$ cat src/rtl/mem_wb_stage_pkg.sv
// Shared definitions for the MEM/WB stage of the 16-bit MIPS pipeline.
//   - Default datapath and register-index widths.
//   - Handshake FSM state encoding (StIdle=0, StMem=1).
//   - Bit positions of the control bundle shared with the decode/execute latches.
package mem_wb_stage_pkg;

    localparam int unsigned DefDataW = 16;
    localparam int unsigned DefRegAw = 3;

    typedef enum logic [0:0] {
        StIdle = 1'b0,
        StMem  = 1'b1
    } mem_state_e;

    // Control bundle layout, identical to the upstream pipeline latches.
    localparam int unsigned CtrlMemRead  = 0;
    localparam int unsigned CtrlMemWrite = 1;
    localparam int unsigned CtrlBranch   = 2;
    localparam int unsigned CtrlRegWrite = 3;
    localparam int unsigned CtrlMemtoReg = 4;
    localparam int unsigned CtrlW        = 5;

    typedef logic [CtrlW-1:0] ctrl_t;

    function automatic logic is_mem_op(ctrl_t c);
        return c[CtrlMemRead] | c[CtrlMemWrite];
    endfunction

    // MemRead together with MemWrite behaves as a store, so only a pure read is a load.
    function automatic logic is_load(ctrl_t c);
        return c[CtrlMemRead] & ~c[CtrlMemWrite];
    endfunction

endpackage

$ cat src/rtl/mem_wb_stage_if.sv
// Bundle of every non-clock signal of mem_wb_stage.
//   master : the environment (execute stage, data memory, register file side)
//   slave  : the mem_wb_stage itself
// Groups: EX handshake/payload (in_*), data-memory req/ack (O_Mem_*, in_Mem_*),
// branch outputs (O_PCSrc, O_BranchTarget), writeback packet (O_WB_*), O_MemErr.
interface mem_wb_stage_if
    import mem_wb_stage_pkg::*;
#(
    parameter int unsigned DATA_W = DefDataW,
    parameter int unsigned REG_AW = DefRegAw
) ();

    // Execute stage side
    logic              in_Valid;
    logic              O_Ready;
    logic [DATA_W-1:0] in_ALUResult;
    logic              in_Zero;
    logic [DATA_W-1:0] in_BranchTarget;
    logic [REG_AW-1:0] in_WriteRegister;
    logic [DATA_W-1:0] in_Read_Data_2;
    logic              in_MemRead;
    logic              in_MemWrite;
    logic              in_Branch;
    logic              in_RegWrite;
    logic              in_MemtoReg;

    // Branch resolution
    logic              O_PCSrc;
    logic [DATA_W-1:0] O_BranchTarget;

    // Data memory
    logic              O_Mem_Req;
    logic              O_Mem_We;
    logic [DATA_W-1:0] O_Mem_Addr;
    logic [DATA_W-1:0] O_Mem_WData;
    logic              in_Mem_Ack;
    logic [DATA_W-1:0] in_Mem_RData;

    // Writeback and status
    logic              O_WB_Valid;
    logic [REG_AW-1:0] O_WB_WriteRegister;
    logic [DATA_W-1:0] O_WB_Data;
    logic              O_MemErr;

    modport master (
        output in_Valid, in_ALUResult, in_Zero, in_BranchTarget, in_WriteRegister,
               in_Read_Data_2, in_MemRead, in_MemWrite, in_Branch, in_RegWrite, in_MemtoReg,
               in_Mem_Ack, in_Mem_RData,
        input  O_Ready, O_PCSrc, O_BranchTarget, O_Mem_Req, O_Mem_We, O_Mem_Addr,
               O_Mem_WData, O_WB_Valid, O_WB_WriteRegister, O_WB_Data, O_MemErr
    );

    modport slave (
        input  in_Valid, in_ALUResult, in_Zero, in_BranchTarget, in_WriteRegister,
               in_Read_Data_2, in_MemRead, in_MemWrite, in_Branch, in_RegWrite, in_MemtoReg,
               in_Mem_Ack, in_Mem_RData,
        output O_Ready, O_PCSrc, O_BranchTarget, O_Mem_Req, O_Mem_We, O_Mem_Addr,
               O_Mem_WData, O_WB_Valid, O_WB_WriteRegister, O_WB_Data, O_MemErr
    );

endinterface

$ cat src/rtl/mem_wb_stage_mem_handshake_fsm.sv
// Data-memory handshake controller for mem_wb_stage.
// Owns the idle/memory state, the request line, the access timeout counter and the
// sticky timeout error.
//   clk, rst   : clock, synchronous active-high reset
//   start_i    : a memory op is accepted this cycle (only meaningful when idle)
//   ack_i      : memory acknowledge; only honoured while the request is up
//   idle_o     : stage can accept an instruction
//   req_o      : memory request, held until acknowledged
//   done_o     : acknowledge taken this cycle (read data valid now)
//   mem_err_o  : sticky timeout flag, cleared only by rst
module mem_wb_stage_mem_handshake_fsm
    import mem_wb_stage_pkg::*;
#(
    parameter int unsigned MEM_TIMEOUT = 255
) (
    input  logic clk,
    input  logic rst,
    input  logic start_i,
    input  logic ack_i,
    output logic idle_o,
    output logic req_o,
    output logic done_o,
    output logic mem_err_o
);

    localparam int unsigned CntW = (MEM_TIMEOUT > 1) ? $clog2(MEM_TIMEOUT + 1) : 1;
    localparam logic [CntW-1:0] CntMax = CntW'(MEM_TIMEOUT);
    localparam logic TimeoutEn = (MEM_TIMEOUT != 0);

    mem_state_e      state_q, state_d;
    logic [CntW-1:0] cnt_q, cnt_d;
    logic            err_q, err_d;

    always_comb begin
        state_d = state_q;
        cnt_d   = '0;
        err_d   = err_q;
        case (state_q)
            StIdle: begin
                if (start_i) begin
                    state_d = StMem;
                end
            end
            StMem: begin
                if (ack_i) begin
                    state_d = StIdle;
                end
                // Every cycle spent in StMem counts, including the ack cycle.
                cnt_d = (cnt_q != CntMax) ? cnt_q + 1'b1 : cnt_q;
                if (TimeoutEn && (cnt_d == CntMax)) begin
                    err_d = 1'b1;
                end
            end
            default: state_d = StIdle;
        endcase
    end

    always_ff @(posedge clk) begin
        if (rst) begin
            state_q <= StIdle;
            cnt_q   <= '0;
            err_q   <= 1'b0;
        end else begin
            state_q <= state_d;
            cnt_q   <= cnt_d;
            err_q   <= err_d;
        end
    end

    assign idle_o    = (state_q == StIdle);
    assign req_o     = (state_q == StMem);
    assign done_o    = req_o & ack_i;
    assign mem_err_o = err_q;

endmodule

$ cat src/rtl/mem_wb_stage.sv
// MEM/WB stage of the 16-bit MIPS pipeline.
// Latches the execute results at accept, resolves beq-type branches, runs loads/stores
// through the req/ack memory handshake (stalling EX via O_Ready) and emits a one-cycle
// writeback packet.
//   clk, rst : clock, synchronous active-high reset
//   bus      : mem_wb_stage_if.slave carrying the EX handshake, branch outputs,
//              data-memory req/ack, writeback packet and O_MemErr
module mem_wb_stage
    import mem_wb_stage_pkg::*;
#(
    parameter int unsigned DATA_W      = DefDataW,
    parameter int unsigned REG_AW      = DefRegAw,
    parameter int unsigned MEM_TIMEOUT = 255
) (
    input logic           clk,
    input logic           rst,
    mem_wb_stage_if.slave bus
);

    ctrl_t ex_ctrl;
    logic  fsm_idle, fsm_req, fsm_done, fsm_err;
    logic  accept, start_mem;

    // EX/MEM latch
    logic [DATA_W-1:0] addr_q, addr_d;
    logic [DATA_W-1:0] wdata_q, wdata_d;
    logic [REG_AW-1:0] wreg_q, wreg_d;
    logic              we_q, we_d;
    logic              load_q, load_d;
    logic              regwrite_q, regwrite_d;
    logic              memtoreg_q, memtoreg_d;

    // Branch outputs
    logic              pcsrc_q, pcsrc_d;
    logic [DATA_W-1:0] bt_q, bt_d;

    // Writeback packet
    logic              wb_valid_q, wb_valid_d;
    logic [REG_AW-1:0] wb_reg_q, wb_reg_d;
    logic [DATA_W-1:0] wb_data_q, wb_data_d;

    always_comb begin
        ex_ctrl               = '0;
        ex_ctrl[CtrlMemRead]  = bus.in_MemRead;
        ex_ctrl[CtrlMemWrite] = bus.in_MemWrite;
        ex_ctrl[CtrlBranch]   = bus.in_Branch;
        ex_ctrl[CtrlRegWrite] = bus.in_RegWrite;
        ex_ctrl[CtrlMemtoReg] = bus.in_MemtoReg;
    end

    assign accept    = bus.in_Valid & fsm_idle;
    assign start_mem = accept & is_mem_op(ex_ctrl);

    mem_wb_stage_mem_handshake_fsm #(
        .MEM_TIMEOUT (MEM_TIMEOUT)
    ) u_fsm (
        .clk       (clk),
        .rst       (rst),
        .start_i   (start_mem),
        .ack_i     (bus.in_Mem_Ack),
        .idle_o    (fsm_idle),
        .req_o     (fsm_req),
        .done_o    (fsm_done),
        .mem_err_o (fsm_err)
    );

    always_comb begin
        addr_d     = addr_q;
        wdata_d    = wdata_q;
        wreg_d     = wreg_q;
        we_d       = we_q;
        load_d     = load_q;
        regwrite_d = regwrite_q;
        memtoreg_d = memtoreg_q;
        bt_d       = bt_q;
        pcsrc_d    = 1'b0;
        wb_valid_d = 1'b0;
        wb_reg_d   = wb_reg_q;
        wb_data_d  = wb_data_q;

        if (accept) begin
            addr_d     = bus.in_ALUResult;
            wdata_d    = bus.in_Read_Data_2;
            wreg_d     = bus.in_WriteRegister;
            we_d       = ex_ctrl[CtrlMemWrite];
            load_d     = is_load(ex_ctrl);
            regwrite_d = ex_ctrl[CtrlRegWrite];
            memtoreg_d = ex_ctrl[CtrlMemtoReg];
            bt_d       = bus.in_BranchTarget;
            pcsrc_d    = ex_ctrl[CtrlBranch] & bus.in_Zero;
            // Non-memory ops write back straight from the accept cycle.
            if (!is_mem_op(ex_ctrl)) begin
                wb_valid_d = ex_ctrl[CtrlRegWrite];
                wb_reg_d   = bus.in_WriteRegister;
                wb_data_d  = bus.in_ALUResult;
            end
        end else if (fsm_done && load_q && regwrite_q) begin
            // Read data is only valid in the ack cycle, so capture it here.
            wb_valid_d = 1'b1;
            wb_reg_d   = wreg_q;
            wb_data_d  = memtoreg_q ? bus.in_Mem_RData : addr_q;
        end
    end

    always_ff @(posedge clk) begin
        if (rst) begin
            addr_q     <= '0;
            wdata_q    <= '0;
            wreg_q     <= '0;
            we_q       <= 1'b0;
            load_q     <= 1'b0;
            regwrite_q <= 1'b0;
            memtoreg_q <= 1'b0;
            bt_q       <= '0;
            pcsrc_q    <= 1'b0;
            wb_valid_q <= 1'b0;
            wb_reg_q   <= '0;
            wb_data_q  <= '0;
        end else begin
            addr_q     <= addr_d;
            wdata_q    <= wdata_d;
            wreg_q     <= wreg_d;
            we_q       <= we_d;
            load_q     <= load_d;
            regwrite_q <= regwrite_d;
            memtoreg_q <= memtoreg_d;
            bt_q       <= bt_d;
            pcsrc_q    <= pcsrc_d;
            wb_valid_q <= wb_valid_d;
            wb_reg_q   <= wb_reg_d;
            wb_data_q  <= wb_data_d;
        end
    end

    assign bus.O_Ready            = fsm_idle;
    assign bus.O_PCSrc            = pcsrc_q;
    assign bus.O_BranchTarget     = bt_q;
    assign bus.O_Mem_Req          = fsm_req;
    assign bus.O_Mem_We           = we_q;
    assign bus.O_Mem_Addr         = addr_q;
    assign bus.O_Mem_WData        = wdata_q;
    assign bus.O_WB_Valid         = wb_valid_q;
    assign bus.O_WB_WriteRegister = wb_reg_q;
    assign bus.O_WB_Data          = wb_data_q;
    assign bus.O_MemErr           = fsm_err;

endmodule
$ cat src/flat_wrapper.sv
// flat-port wrapper written by rule: the top's interface ports become plain ports
module mem_wb_stage_flat import mem_wb_stage_pkg::*;
#(
    parameter int unsigned DATA_W      = DefDataW,
    parameter int unsigned REG_AW      = DefRegAw,
    parameter int unsigned MEM_TIMEOUT = 255
)
  (clk, rst, bus_in_Valid, bus_in_ALUResult, bus_in_Zero, bus_in_BranchTarget, bus_in_WriteRegister, bus_in_Read_Data_2, bus_in_MemRead, bus_in_MemWrite, bus_in_Branch, bus_in_RegWrite, bus_in_MemtoReg, bus_in_Mem_Ack, bus_in_Mem_RData, bus_O_Ready, bus_O_PCSrc, bus_O_BranchTarget, bus_O_Mem_Req, bus_O_Mem_We, bus_O_Mem_Addr, bus_O_Mem_WData, bus_O_WB_Valid, bus_O_WB_WriteRegister, bus_O_WB_Data, bus_O_MemErr);
  mem_wb_stage_if #(.DATA_W(DATA_W), .REG_AW(REG_AW)) bus_i ();
  input logic clk;
  input logic rst;
  input wire logic [$bits(bus_i.in_Valid)-1:0] bus_in_Valid;
  input wire logic [$bits(bus_i.in_ALUResult)-1:0] bus_in_ALUResult;
  input wire logic [$bits(bus_i.in_Zero)-1:0] bus_in_Zero;
  input wire logic [$bits(bus_i.in_BranchTarget)-1:0] bus_in_BranchTarget;
  input wire logic [$bits(bus_i.in_WriteRegister)-1:0] bus_in_WriteRegister;
  input wire logic [$bits(bus_i.in_Read_Data_2)-1:0] bus_in_Read_Data_2;
  input wire logic [$bits(bus_i.in_MemRead)-1:0] bus_in_MemRead;
  input wire logic [$bits(bus_i.in_MemWrite)-1:0] bus_in_MemWrite;
  input wire logic [$bits(bus_i.in_Branch)-1:0] bus_in_Branch;
  input wire logic [$bits(bus_i.in_RegWrite)-1:0] bus_in_RegWrite;
  input wire logic [$bits(bus_i.in_MemtoReg)-1:0] bus_in_MemtoReg;
  input wire logic [$bits(bus_i.in_Mem_Ack)-1:0] bus_in_Mem_Ack;
  input wire logic [$bits(bus_i.in_Mem_RData)-1:0] bus_in_Mem_RData;
  output wire logic [$bits(bus_i.O_Ready)-1:0] bus_O_Ready;
  output wire logic [$bits(bus_i.O_PCSrc)-1:0] bus_O_PCSrc;
  output wire logic [$bits(bus_i.O_BranchTarget)-1:0] bus_O_BranchTarget;
  output wire logic [$bits(bus_i.O_Mem_Req)-1:0] bus_O_Mem_Req;
  output wire logic [$bits(bus_i.O_Mem_We)-1:0] bus_O_Mem_We;
  output wire logic [$bits(bus_i.O_Mem_Addr)-1:0] bus_O_Mem_Addr;
  output wire logic [$bits(bus_i.O_Mem_WData)-1:0] bus_O_Mem_WData;
  output wire logic [$bits(bus_i.O_WB_Valid)-1:0] bus_O_WB_Valid;
  output wire logic [$bits(bus_i.O_WB_WriteRegister)-1:0] bus_O_WB_WriteRegister;
  output wire logic [$bits(bus_i.O_WB_Data)-1:0] bus_O_WB_Data;
  output wire logic [$bits(bus_i.O_MemErr)-1:0] bus_O_MemErr;
  assign bus_i.in_Valid = bus_in_Valid;
  assign bus_i.in_ALUResult = bus_in_ALUResult;
  assign bus_i.in_Zero = bus_in_Zero;
  assign bus_i.in_BranchTarget = bus_in_BranchTarget;
  assign bus_i.in_WriteRegister = bus_in_WriteRegister;
  assign bus_i.in_Read_Data_2 = bus_in_Read_Data_2;
  assign bus_i.in_MemRead = bus_in_MemRead;
  assign bus_i.in_MemWrite = bus_in_MemWrite;
  assign bus_i.in_Branch = bus_in_Branch;
  assign bus_i.in_RegWrite = bus_in_RegWrite;
  assign bus_i.in_MemtoReg = bus_in_MemtoReg;
  assign bus_i.in_Mem_Ack = bus_in_Mem_Ack;
  assign bus_i.in_Mem_RData = bus_in_Mem_RData;
  assign bus_O_Ready = bus_i.O_Ready;
  assign bus_O_PCSrc = bus_i.O_PCSrc;
  assign bus_O_BranchTarget = bus_i.O_BranchTarget;
  assign bus_O_Mem_Req = bus_i.O_Mem_Req;
  assign bus_O_Mem_We = bus_i.O_Mem_We;
  assign bus_O_Mem_Addr = bus_i.O_Mem_Addr;
  assign bus_O_Mem_WData = bus_i.O_Mem_WData;
  assign bus_O_WB_Valid = bus_i.O_WB_Valid;
  assign bus_O_WB_WriteRegister = bus_i.O_WB_WriteRegister;
  assign bus_O_WB_Data = bus_i.O_WB_Data;
  assign bus_O_MemErr = bus_i.O_MemErr;
  mem_wb_stage #(.DATA_W(DATA_W), .REG_AW(REG_AW), .MEM_TIMEOUT(MEM_TIMEOUT)) u_core (.clk(clk), .rst(rst), .bus(bus_i));
endmodule
$ cat config.mk
export PLATFORM = sky130hd
export DESIGN_NAME = mem_wb_stage_flat
export DESIGN_NICKNAME = d
export VERILOG_FILES = /design/src/rtl/mem_wb_stage_pkg.sv /design/src/rtl/mem_wb_stage_if.sv /design/src/rtl/mem_wb_stage_mem_handshake_fsm.sv /design/src/rtl/mem_wb_stage.sv /design/src/flat_wrapper.sv
export SDC_FILE = /design/constraint.sdc
export NUM_CORES = 1
export LEC_CHECK = 0
export CAP_MARGIN = 40
export CORE_MARGIN = 2
export CORE_UTILIZATION = 30
export DETAILED_ROUTE_END_ITERATION = 7
export GPL_ROUTABILITY_DRIVEN = 1
export GPL_TIMING_DRIVEN = 0
export MAX_ROUTING_LAYER = met4
export PLACE_DENSITY = 0.66
export SYNTH_ARGS = -nofsm -noshare
export SYNTH_HDL_FRONTEND = slang
export SYNTH_HIERARCHICAL = 1
export SYNTH_SLANG_ARGS = --single-unit
$ cat constraint.sdc
create_clock -name clk -period 2.1 [get_ports clk]
set_input_delay 0.42 -clock clk [delete_from_list [all_inputs] [get_ports clk]]
set_output_delay 0.42 -clock clk [all_outputs]
set_load 0.05 [all_outputs]
## Word-level counts from Yosys, hierarchy flattened

Index checks and enable logic that the tools add are counted.

| word-level totals | value |
|---|---|
| register bits after elaboration | 86 |
| input bits | 77 |
| output and inout port bits | 73 |
| word-level logic and storage cells | 49 |

| operators by class | value |
|---|---|
| $add $sub $neg | 1 |
| eq/ne operators | 3 |
| muxes and demuxes | 14 |
| bitwise operators | 9 |
| reduce and logical (&&, ||, !) cells | 7 |

Operator list:

| cell | count |
|---|---|
| $mux 16 | 4 |
| $mux 3 | 3 |
| $add 8x1->8 const B | 1 |
| $eq 8x8->1 const B | 1 |
| $mux 8 | 1 |
| $ne 8x8->1 const B | 1 |
| $and 1x1->1 | 5 |
| $mux 1 | 5 |
| $reduce_and 2->1 | 2 |
| $reduce_or 2->1 | 2 |
| $not 1->1 | 3 |
| $logic_and 1x1->1 | 2 |
| $ne 2x2->1 const B | 1 |
| $pmux 1 s2 | 1 |
| $reduce_bool 2->1 | 1 |
| $or 1x1->1 | 1 |

## Longest topological paths before layout

| logic depth | value |
|---|---|
| word-level depth | 5 |
| gate-level depth with buffers | 6 |
| gate-level depth less buffers | 5 |

## Hierarchy

The synthesis kept the hierarchy.

Modules (own cells, without submodules):

| module | times used | cells each | area an instance (µm²) | sequential area each (µm²) |
|---|---|---|---|---|
| mem_wb_stage | 1 | 369 | 3200.6 | 1521.5 |
| mem_wb_stage_mem_handshake_fsm | 1 | 73 | 620.6 | 200.2 |

## Least setup slack after synthesis

No wires, ideal clock.

| timing path | value |
|---|---|
| path type | register to register |
| from | reg u_core.u_fsm.state_q (netlist: u_core/u_fsm/req_o) |
| to | reg u_core.wb_reg_q[0] (netlist: u_core/bus.O_WB_WriteRegister[0]) |
| setup time | 121 ps |
| arrival | 2052 ps |
| data required time | 1979 ps |
| setup slack | -73 ps |
| stages on the path, launching flop included | 6 |
| buffers on the path | 1 |
| period minus slack after synthesis | 2173 ps |
| cells stage by stage | dfxtp_1 inv_1 nand2_2 mux2i_1 buf_4 mux2_2 |

| between the ends | value |
|---|---|
| elaborated cells between the ends (all ways) | 9 |
| classes of those cells | 1 x eq/ne; 1 x mux; 3 x bitwise; 4 x reduce/logical |

RTL lines:

| item | line | text |
|---|---|---|
| start, declared | mem_wb_stage_mem_handshake_fsm.sv:30 | `mem_state_e state_q, state_d;` |
| start signal, assigned | mem_wb_stage_mem_handshake_fsm.sv:60 | `state_q <= StIdle;` |
| start signal, assigned | mem_wb_stage_mem_handshake_fsm.sv:64 | `state_q <= state_d;` |
| $not 1->1 (no source line) (*) | -- |  |
| named net bus_O_Ready | flat_wrapper.sv:25 | `output wire logic [$bits(bus_i.O_Ready)-1:0] bus_O_Ready;` |
| $and 1x1->1 (*) | mem_wb_stage.sv:51 | `assign accept = bus.in_Valid & fsm_idle;` |
| $ne 2x2->1 (no source line) or $reduce_bool 2->1 (tied branches) | -- |  |
| $reduce_and 2->1 (no source line) | -- |  |
| end signal, assigned | mem_wb_stage.sv:130 | `wb_reg_q <= wb_reg_d;` |
| end, declared | mem_wb_stage.sv:39 | `logic [REG_AW-1:0] wb_reg_q, wb_reg_d;` |

Mark *: on every way through the listed nets, which the timed path passes. The rest lies on a longest branch.
A chain may end at the register's enable or synchronous reset.

## Final worst setup path

| timing path | value |
|---|---|
| from | reg u_core.addr_q[14] (netlist: u_core/bus.O_Mem_Addr[14]) |
| to | out bus_O_Mem_Addr[14] |

RTL lines:

| item | line | text |
|---|---|---|
| start, declared | mem_wb_stage.sv:25 | `logic [DATA_W-1:0] addr_q, addr_d;` |
| start signal, assigned | mem_wb_stage.sv:120 | `addr_q <= addr_d;` |
| end, declared | flat_wrapper.sv:30 | `output wire logic [$bits(bus_i.O_Mem_Addr)-1:0] bus_O_Mem_Addr;` |

No word-level cell between the ends.

==> run summary <==
first-pass GRT wire length -> 17640 um
peak supply drop -> 437.7 uV
critical path required time -> 1680 ps
FILL cells -> 1251
postcts setup bufs -> 0
H-tree depth -> 3
vias per cell -> 4.685
crit path time final -> 1960 ps
clk_skew -> 5.615 ps
CP Max Fanout -> 3
num rows -> 41
post-route ant nets -> 0
Worst-Margin Slew -> 576.3 ps
share of synthesized registers carrying an async set or reset -> 0
core footprint -> 12520 um2
Tcrit/Tclk final -> 0.9333
Static Leak -> 2.293 nW
synthesized area -> 3821 um2
Residual DRC -> 0
die footprint -> 13660 um2
IO Count -> 150
CP startpoint kind -> flip-flop
initial antenna violation count -> 0
CP max-delay cell -> clkdlybuf4s50_1
Die H -> 116.9 um
post-DR wirelength/cell -> 14.61 um
clk buf depth -> 2
sequential element share of the synthesized area -> 0.4506
layout cell share with drive strength beyond 1 -> 0.07249
Post-synth EDFFs -> 0
pin count of the biggest net entering global routing -> 14
slew margin rel. -> 0.6158
RSZ-0062 raised after global routing -> false
cts bufs inserted -> 9
Crit Path Category -> reg -> out
status -> complete, no violations
syn_nets -> 520
synthesis-stage register bit count -> 86
Max Cap Violations -> 0
Placement Cell Area -> 5533 um2
Overflow after GRT -> 0
Area growth syn-to-layout -> 53.93%
DRT iter0 DRCs -> 165
Clk pin slew, worst setup/hold paths -> 60 ps
Distinct cells, synth -> 43
Clock Sinks -> 86
most area-consuming cells after synthesis -> dfxtp_1, nand2_1, mux2i_1
later-pin clock latency in the skew report -> 340 ps
CP delay by family, top -> buffers and inverters
Slew Viols, Final -> 0
clock root buffer -> clkbuf_16
drt total wl -> 11380 um
fin nets -> 680
vias -> 3650
Port Buf Inserts -> 149
critical path's largest stage delay -> 830 ps
Layout Utilization -> 0.4699
cells along the critical path -> clkdlybuf4s50_1
DIE WIDTH -> 116.9 um
final setup fails -> 0
cell accounting for the most synthesized area -> dfxtp_1
Hold Crit Class -> reg -> reg
Critical Path AT -> 1540 ps
design area -> 5882 um2
Initial DRT Pass Iterations -> 4
Synth Area per Inst -> 8.645 um2
GRT Overall Usage -> 0.1738
nature of the critical path endpoint -> primary output
GP Congestion -> 0.8160
Antenna Cells -> 0
YS warnings -> 6
final hold viol count -> 0
Pwr Density -> 774.1 nW/um2
DP HPWL -> 8464 um
commonest register cell after synthesis -> dfxtp_1
vias in the first global route -> 3634
Peak Freq -> 510.2 MHz
Starting Density -> 0.3053
synthesized instance count -> 442
CP bufs+invs -> 1
CTS tree -> yes
post-synth top area share -> 0.4506
cell usage after synthesis, types with 3 or more instances:
| cell | number |
|---|---|
| a211o_1 | 16 |
| a21bo_2 | 3 |
| a21oi_1 | 61 |
| and2_1 | 4 |
| and3b_1 | 16 |
| buf_1 | 8 |
| buf_2 | 8 |
| buf_4 | 4 |
| clkbuf_1 | 11 |
| dfxtp_1 | 86 |
| mux2_2 | 3 |
| mux2i_1 | 34 |
| nand2_1 | 111 |
| nand2b_1 | 19 |
| nand3_1 | 7 |
| nor2_1 | 11 |
| nor2b_1 | 3 |
| o211ai_1 | 3 |
| o21ai_0 | 3 |
repair_timing:
action                                 CTS  global route
endpoints found under the hold margin    0             0
gates resized for setup                  1             0
hold buffers                             0             0
setup endpoints to repair                1             0
state kept, by name, summed over array words and instances (netlist names):
signal                         flops
u_core/bus.O_PCSrc                 1
u_core/bus.O_BranchTarget         16
u_core/load_q                      1
u_core/bus.O_Mem_Addr             16
u_core/u_fsm/cnt_q                 8
u_core/bus.O_WB_Valid              1
u_core/bus.O_WB_WriteRegister      3
u_core/memtoreg_q                  1
u_core/bus.O_WB_Data              16
u_core/regwrite_q                  1
u_core/u_fsm/req_o                 1
u_core/bus.O_Mem_We                1
u_core/wreg_q                      3
u_core/u_fsm/mem_err_o             1
u_core/bus.O_Mem_WData            16
power by group:
| group | internal [mW] | switching [mW] | leakage [nW] |
|---|---|---|---|
| Clock | 1.23 | 0.642 | 0.170 |
| Combinational | 0.382 | 0.536 | 1.42 |
| Sequential | 1.71 | 0.0490 | 0.704 |
| Total | 3.33 | 1.23 | 2.29 |
worst register-to-register path, delay by kind of cell (launching register included):
kind	cells	cell delay, ps
buffers and inverters	2	440
muxes	2	590
and+or+nand+nor	1	240
DFF	1	370
cell usage in the layout, fill, tap and decap left out, types with 3 or more instances in the layout:
cell	instances
o21ai_0	3
nor2_1	11
buf_4	4
clkbuf_16	9
nor2b_1	3
clkdlybuf4s50_1	148
and3b_1	16
dfxtp_1	85
nand2_1	111
nand2b_1	19
buf_1	8
mux2i_1	34
bufinv_16	3
buf_2	8
nand3_1	7
o211ai_1	3
a21bo_2	3
a211o_1	16
mux2_2	3
a21oi_1	61
clkbuf_1	13
and2_1	4
layer usage:
metal / track usage / vias up / share of wire
li1: - / 1831 / -
met1: 0.2096 / 1705 / 0.46
met2: 0.2875 / 107 / 0.48
met3: 0.05046 / 7 / 0.059
met4: 0.04235 / 0 / 0.0083
met5: - / - / 0
logic make-up after synthesis:
kind of cell	Yosys count	synth area share
compound gates	95	0.1555
xor+xnor	3	0.006877
fa+ha+maj	1	0.003274
buf+inv	36	0.04879
flops	86	0.4506
mux	37	0.09790
simple gates	184	0.2371
layout make-up:
cell class	count	area [um2]	area share
Buffer	34	178.9	0.03042
Clock buffer	13	260.3	0.04425
Clock inverter	3	90.09	0.01532
Inverter	2	11.26	0.001914
Multi-Input combinational cell	320	1913	0.3252
Sequential cell	86	1723	0.2929
Tap cell	172	215.2	0.03659
Timing Repair Buffer	149	1490	0.2534
stage by stage:
stage	setup slack (ps)	setup TNS [ps]	hold WS, ps	std cells	power (mW)
after global routing	68.92	0	479.3	779	4.736
final	140.0	0	452.4	779	4.553
after CTS	115.5	0	455.9	779	4.602
after global placement	-146.2	-3468	439.0	763	2.712
after floorplan	103.1	0	427.6	442	2.332
after detailed placement	-169.2	-4241	447.5	763	2.724
worst paths after layout:
path	cells past startpoint	startpoint	end	slack, ps
max	1	u_core/bus.O_Mem_Addr[14]	bus_O_Mem_Addr[14]	140
min	2	u_core/load_q	u_core/load_q	450
max reg2reg	5	u_core/u_fsm/req_o	u_core/bus.O_WB_WriteRegister[2]	360
min reg2reg	2	u_core/load_q	u_core/load_q	450
Note: power is estimated with default switching activity, not from simulation.
